## config.mk

```make
export PLATFORM = sky130hd
export DESIGN_NAME = uart_tx_flat
export DESIGN_NICKNAME = d
export VERILOG_FILES = /design/src/rtl/uart_tx_if.sv /design/src/rtl/uart_tx.sv /design/src/flat_wrapper.sv
export SDC_FILE = /design/constraint.sdc
export NUM_CORES = 1
export LEC_CHECK = 0
export ABC_AREA = 1
export BUFFER_PORTS_ARGS = -buffer_cell sky130_fd_sc_hd__buf_2
export CELL_PAD_IN_SITES_DETAIL_PLACEMENT = 0
export CELL_PAD_IN_SITES_GLOBAL_PLACEMENT = 1
export CORE_MARGIN = 3
export CORE_UTILIZATION = 38
export DETAILED_ROUTE_END_ITERATION = 10
export GPL_TIMING_DRIVEN = 0
export PLACE_DENSITY = 0.72
export SYNTH_ARGS = -nofsm -noshare
export SYNTH_HDL_FRONTEND = slang
export SYNTH_SLANG_ARGS = --single-unit
```

## constraint.sdc

```tcl
create_clock -name clock -period 1.5 [get_ports clock]
set_clock_uncertainty 0.1 [all_clocks]
set_input_delay 0.3 -clock clock [delete_from_list [all_inputs] [get_ports clock]]
set_output_delay 0.3 -clock clock [all_outputs]
set_load 0.005 [all_outputs]
```

## src/rtl/uart_tx_if.sv

```systemverilog
// Byte-producer side of the burst UART transmitter: burst length, payload,
// start request and the serial line coming back.
interface uart_tx_if #(
  parameter int COUNT_W = 10
);
  logic [COUNT_W-1:0] bytes_to_tx;
  logic [7:0]         tx_data_byte;
  logic               tx_data_valid;
  logic               serial_data_out;

  modport master (
    output bytes_to_tx,
    output tx_data_byte,
    output tx_data_valid,
    input  serial_data_out
  );

  modport slave (
    input  bytes_to_tx,
    input  tx_data_byte,
    input  tx_data_valid,
    output serial_data_out
  );
endinterface

```

## src/rtl/uart_tx.sv

```systemverilog
// Burst UART transmitter: sends bytes_to_tx back-to-back 8N1 frames (LSB first)
// per request, with a fixed clocks-per-bit divider.
// Optional feature macro: UART_TX_PARITY_EN adds an even-parity bit after the data bits.
//
// state  | meaning
// -------+-----------------------------------------------------------
// IDLE   | line high, waiting for a request with a non-zero count
// START  | start bit (line low)
// DATA   | eight payload bits, LSB first
// PARITY | even parity over the payload (only with UART_TX_PARITY_EN)
// STOP   | stop bit; chains straight into the next START while frames remain
// DONE   | burst sent, line high until the request level drops
module uart_tx #(
  parameter int CLKS_PER_BIT = 2,
  parameter int COUNT_W      = 10
) (
  input  logic     clock,
  input  logic     reset_n,
  uart_tx_if.slave bus
);

  localparam int CNT_W = (CLKS_PER_BIT > 1) ? $clog2(CLKS_PER_BIT) : 1;

  localparam logic [2:0] S_IDLE   = 3'd0;
  localparam logic [2:0] S_START  = 3'd1;
  localparam logic [2:0] S_DATA   = 3'd2;
`ifdef UART_TX_PARITY_EN
  localparam logic [2:0] S_PARITY = 3'd3;
`endif
  localparam logic [2:0] S_STOP   = 3'd4;
  localparam logic [2:0] S_DONE   = 3'd5;

  logic [2:0]         state_q, state_d;
  logic [CNT_W-1:0]   cnt_q, cnt_d;
  logic [2:0]         bit_q, bit_d;
  logic [COUNT_W-1:0] burst_q, burst_d;
  logic [7:0]         shift_q, shift_d;
  logic               line_q, line_d;
  logic               cnt_done;
`ifdef UART_TX_PARITY_EN
  logic               parity_q, parity_d;
`endif

  assign cnt_done = (cnt_q == CNT_W'(CLKS_PER_BIT - 1));

  // Next-state logic: bit timing, bit index, burst count and payload capture.
  always_comb begin
    state_d  = state_q;
    cnt_d    = cnt_q;
    bit_d    = bit_q;
    burst_d  = burst_q;
    shift_d  = shift_q;
`ifdef UART_TX_PARITY_EN
    parity_d = parity_q;
`endif
    case (state_q)
      S_IDLE: begin
        if (bus.tx_data_valid && (bus.bytes_to_tx != '0)) begin
          burst_d  = bus.bytes_to_tx;
          shift_d  = bus.tx_data_byte;
`ifdef UART_TX_PARITY_EN
          parity_d = ^bus.tx_data_byte;
`endif
          cnt_d    = '0;
          state_d  = S_START;
        end
      end
      S_START: begin
        if (cnt_done) begin
          cnt_d   = '0;
          bit_d   = '0;
          state_d = S_DATA;
        end else begin
          cnt_d = cnt_q + CNT_W'(1);
        end
      end
      S_DATA: begin
        if (cnt_done) begin
          cnt_d = '0;
          if (bit_q == 3'd7) begin
`ifdef UART_TX_PARITY_EN
            state_d = S_PARITY;
`else
            state_d = S_STOP;
`endif
          end else begin
            bit_d   = bit_q + 3'd1;
            shift_d = {1'b0, shift_q[7:1]};
          end
        end else begin
          cnt_d = cnt_q + CNT_W'(1);
        end
      end
`ifdef UART_TX_PARITY_EN
      S_PARITY: begin
        if (cnt_done) begin
          cnt_d   = '0;
          state_d = S_STOP;
        end else begin
          cnt_d = cnt_q + CNT_W'(1);
        end
      end
`endif
      S_STOP: begin
        if (cnt_done) begin
          cnt_d   = '0;
          burst_d = burst_q - COUNT_W'(1);
          // More frames pending: reload the payload now so the next start bit
          // follows the stop bit with no idle gap.
          if (burst_q != COUNT_W'(1)) begin
            shift_d  = bus.tx_data_byte;
`ifdef UART_TX_PARITY_EN
            parity_d = ^bus.tx_data_byte;
`endif
            state_d  = S_START;
          end else begin
            state_d = S_DONE;
          end
        end else begin
          cnt_d = cnt_q + CNT_W'(1);
        end
      end
      S_DONE: begin
        if (!bus.tx_data_valid) begin
          state_d = S_IDLE;
        end
      end
      default: begin
        state_d = S_IDLE;
        cnt_d   = '0;
      end
    endcase
  end

  // Line level follows the state being entered so the registered output
  // changes on the same edge as the state.
  always_comb begin
    line_d = 1'b1;
    case (state_d)
      S_START:  line_d = 1'b0;
      S_DATA:   line_d = shift_d[0];
`ifdef UART_TX_PARITY_EN
      S_PARITY: line_d = parity_d;
`endif
      default:  line_d = 1'b1;
    endcase
  end

  // State, counters, payload and the registered serial line.
  always_ff @(posedge clock or negedge reset_n) begin
    if (!reset_n) begin
      state_q  <= S_IDLE;
      cnt_q    <= '0;
      bit_q    <= '0;
      burst_q  <= '0;
      shift_q  <= '0;
      line_q   <= 1'b1;
`ifdef UART_TX_PARITY_EN
      parity_q <= 1'b0;
`endif
    end else begin
      state_q  <= state_d;
      cnt_q    <= cnt_d;
      bit_q    <= bit_d;
      burst_q  <= burst_d;
      shift_q  <= shift_d;
      line_q   <= line_d;
`ifdef UART_TX_PARITY_EN
      parity_q <= parity_d;
`endif
    end
  end

  assign bus.serial_data_out = line_q;

endmodule

```

## src/flat_wrapper.sv

```systemverilog
// flat-port wrapper written by rule: the top's interface ports become plain ports
module uart_tx_flat 
#(
  parameter int CLKS_PER_BIT = 2,
  parameter int COUNT_W      = 10
)
  (clock, reset_n, bus_bytes_to_tx, bus_tx_data_byte, bus_tx_data_valid, bus_serial_data_out);
  uart_tx_if #(.COUNT_W(COUNT_W)) bus_i ();
  input  logic clock;
  input  logic reset_n;
  input wire logic [$bits(bus_i.bytes_to_tx)-1:0] bus_bytes_to_tx;
  input wire logic [$bits(bus_i.tx_data_byte)-1:0] bus_tx_data_byte;
  input wire logic [$bits(bus_i.tx_data_valid)-1:0] bus_tx_data_valid;
  output wire logic [$bits(bus_i.serial_data_out)-1:0] bus_serial_data_out;
  assign bus_i.bytes_to_tx = bus_bytes_to_tx;
  assign bus_i.tx_data_byte = bus_tx_data_byte;
  assign bus_i.tx_data_valid = bus_tx_data_valid;
  assign bus_serial_data_out = bus_i.serial_data_out;
  uart_tx #(.CLKS_PER_BIT(CLKS_PER_BIT), .COUNT_W(COUNT_W)) u_core (.clock(clock), .reset_n(reset_n), .bus(bus_i));
endmodule
```

==> qor.csv <==
stage;metric;value;unit
placed_design;place_congestion;0.804;
cells_and_area;multiInputGateArea;915;um^2
setup_path;crit_buf_inv;2;
setup_path;cpPeakStageDelay;0.40;ns
synth;synth-main-ff-cell;dfrtp_1;
placed_design;place_hpwl;2880;um
sta;maxSlewViolCount;0;
power;p_leak;1.03;nW
global_routing;track_usage;0.166;
placed_design;portBuffers;21;
clock_tree;clock_latency;0.27;ns
setup_path;startpoint_type;flop;
cells_and_area;seqCellArea;656;um^2
synth;ys_warn_count;0;
global_routing;antenna_found_initial;0;
synth;post_synth_xor_area_fraction;0.0109;
global_routing;grt_overflow;0;
setup_path;r2r_slack;-0.12;ns
synth;ys_ff_latch;26;
synth;synth_fa_ha_area_frac;0.0310;
setup_path;endpoint_kind;flop;
sta;tns;-0.753;ns
placed_design;placed_area;1800;um^2
drt;vias_per_cell;5.13;
cells_and_area;nets;274;
setup_path;required;1.57;ns
synth;synth_edf_count;0;
synth;ys_async_sr_fraction;1.00;
min_path;min_delay_path_depth;3;
setup_path;cp_max_fo;8;
synth;synth_cell_type_count;35;
drt;firstDrtPassIters;4;
clock_tree;htreeDepth;1;
cells_and_area;drive_gt1_frac;0.363;
clock_tree;cts_tree;done;
setup_path;arrival;1.68;ns
synth;syn_area;1610;um^2
power;powerDensity;650;nW/um^2
setup_path;crit_family;flip-flops;
floorplanning;die-area;5070;um^2
setup_path;r2r_cells;8;
drt;drcViolationCount;0;
setup_path;rr_startpoint;u_core.bit_q[0];
setup_path;worst-setup-path-type;reg -> reg;
cells_and_area;design_area;2120;um^2
cells_and_area;n_antenna_cell;0;
clock_tree;cts.path.max_buffers;2;
flow_run;cap_violations;0;
setup_path;cpMaxStageDelayCell;dfrtp_1;
sta;setup_viol;14;
min_path;hp-start;bus_tx_data_byte[3];
synth;syn_inst;204;
setup_path;path_common_cell;inv_2;
cells_and_area;nFillCells;367;
outcome;violations;setup timing;
synth;muxShareOfSynthArea;0;
power;ir_drop;0.542;mV
floorplanning;num_rows;23;
floorplanning;core-area;4060;um^2
setup_path;rr_endpoint;u_core.shift_q[7];
drt;first_iter_violations;85;
min_path;hp-class;in -> reg;
synth;synth_top_family_by_area;simple AND/OR/NAND/NOR gates;
sta;finalWorstSetupSlack;-0.116;ns
sta;rsz0062_at_grt;true;
sta;maxSlewHeadroom;0.590;
clock_tree;path_clk_slew;0.09;ns
global_routing;grt_pass1_vias;1509;
setup_path;cp_cell_sequence;ha_2 > ha_4 > inv_2 > nand2_2 > inv_2 > o21ai_1 > nand3b_4 > a22o_1;
clock_tree;cts_root_buffer;clkbuf_8;
drt;postRouteAntennaNets;0;
sta;min_period;1.62;ns
sta;min_period_over_period;1.08;
cells_and_area;area_delta_synth_final;31.6;%
drt;wire_per_inst;13.4;um
floorplanning;fp.dieW;71.2;um
synth;yosys.area_share.simple;0.297;
min_path;min_to;u_core.shift_q[3];
global_routing;grt_pass1_wl;6760;um
drt;wirelength;4010;um
synth;synth_compound_area_frac;0.171;
synth;synth_nets;229;
sta;hold_viol_final;0;
sta;tightest_slew;0.614;ns
drt;vias;1529;
floorplanning;start_util;0.398;
floorplanning;die_y;71.2;um
outcome;status;finished with violations;
floorplanning;ioPinCount;22;
clock_tree;cts_buffers;3;
global_routing;grt_max_degree;27;
synth;seq_area_frac_synth;0.404;
clock_tree;clock_sinks;26;
synth;syn_avg_cell_area;7.91;um^2
sta;fmax;619;MHz
## layout make-up
cell class                 instances  share of cell area
inverter                          25              0.0454
multi-input combinational        147               0.431
clock inverter                     1              0.0141
tap                               50              0.0295
sequential                        26               0.309
timing repair buffer              40               0.128
clock buffer                       3              0.0194
buffer                             6              0.0242
## tightest hold or removal path, cell delays in order
cell and delay (ns):
buf_2 0.08, a32oi_1 0.04, nand2_1 0.05
## metrics by stage
stage / setup slack [ns] / power, mW / utilization / instances / hold WS, ns
2_1_floorplan: -0.0257 / 0.749 / - / 204 / -0.0956
3_3_place_gp: -0.164 / 0.798 / 0.443 / 275 / 0.239
3_5_place_dp: -0.179 / 0.801 / 0.443 / 275 / 0.257
4_1_cts: -0.0978 / 1.41 / 0.496 / 290 / 0.118
5_1_grt: -0.205 / 1.45 / 0.523 / 298 / 0.122
6_report: -0.116 / 1.38 / 0.523 / 298 / 0.128
## flip-flops by register name, indices dropped and copies added (netlist names)
| signal | cells |
|---|---|
| u_core.bus.serial_data_out | 1 |
| u_core.burst_q | 10 |
| u_core.cnt_done | 1 |
| u_core.state_q | 3 |
| u_core.bit_q | 3 |
| u_core.shift_q | 8 |
## repair_timing
action / 4_1_cts / 5_1_grt
pin swaps: 9 / 13
cloned: 0 / 1
endpoints found under the setup margin: 23 / 24
hold buffers: 1 / 0
resized for setup: 18 / 9
buffers inserted: 10 / 7
endpoints found under the hold margin: 25 / 0
## synth_stat cells, drive strengths merged, types with 2 or more instances
cell type | instances | area share
a21oi | 11 | 0.036
ha | 4 | 0.031
nor3 | 5 | 0.016
dfrtp | 25 | 0.39
o211ai | 4 | 0.022
o21ai | 20 | 0.062
xor2 | 2 | 0.011
nand4 | 2 | 0.0078
inv | 25 | 0.058
nand2 | 54 | 0.15
buf | 6 | 0.028
nand3 | 10 | 0.037
a32oi | 6 | 0.033
nor2 | 21 | 0.065
## cell usage in the layout (no fill, tap or decap), types with 2 or more instances in the layout
cell type / instances
nand2_1: 44
buf_2: 23
dfrtp_1: 22
buf_4: 18
nor2_1: 15
inv_1: 15
o21ai_0: 11
inv_2: 9
o21ai_1: 9
a21oi_1: 9
nand3_1: 7
nand2_4: 6
a32oi_1: 6
nor2_4: 4
nand2_2: 4
nor3_1: 4
o211ai_1: 3
clkbuf_8: 3
dfrtp_2: 3
nand4_1: 2
nand3_2: 2
a21oi_2: 2
xor2_1: 2
buf_6: 2
ha_4: 2
## kinds of logic (layout without fill, tap and decap cells)
group                    count (synthesis)  count (layout)
AND/OR/NAND/NOR                         96              96
AO/OA/AOI/OAI                           45              45
buffers and inverters                   31              75
flip-flops                              26              26
adder cells (fa/ha/maj)                  4               4
XOR/XNOR                                 2               2
## power breakdown
part           internal, mW  switching [mW]  total (mW)
registers             0.710         0.00396       0.714
clock network         0.357           0.235       0.592
logic                0.0324          0.0415      0.0739
## metal layers
layer,part of all wire,track usage,vias up
met1,0.48,0.222,731
met4,0.0055,0.0251,0
met2,0.48,0.285,28
met3,0.035,0.0284,2
met5,0,0,-
li1,-,-,768
## worst max path at each step
stage,start,end,slack [ns],cells past startpoint
4_1_cts,u_core.bit_q[0],u_core.shift_q[7],-0.1,8
2_1_floorplan,u_core.bit_q[0],u_core.shift_q[7],-0.03,8
3_3_place_gp,bus_bytes_to_tx[1],u_core.burst_q[5],-0.16,9
5_1_grt,u_core.bit_q[0],u_core.shift_q[7],-0.21,8
3_5_place_dp,u_core.bit_q[0],u_core.bit_q[1],-0.18,9
6_report,u_core.bit_q[0],u_core.shift_q[7],-0.12,8
No activity file was read; power rests on OpenSTA's default activity.
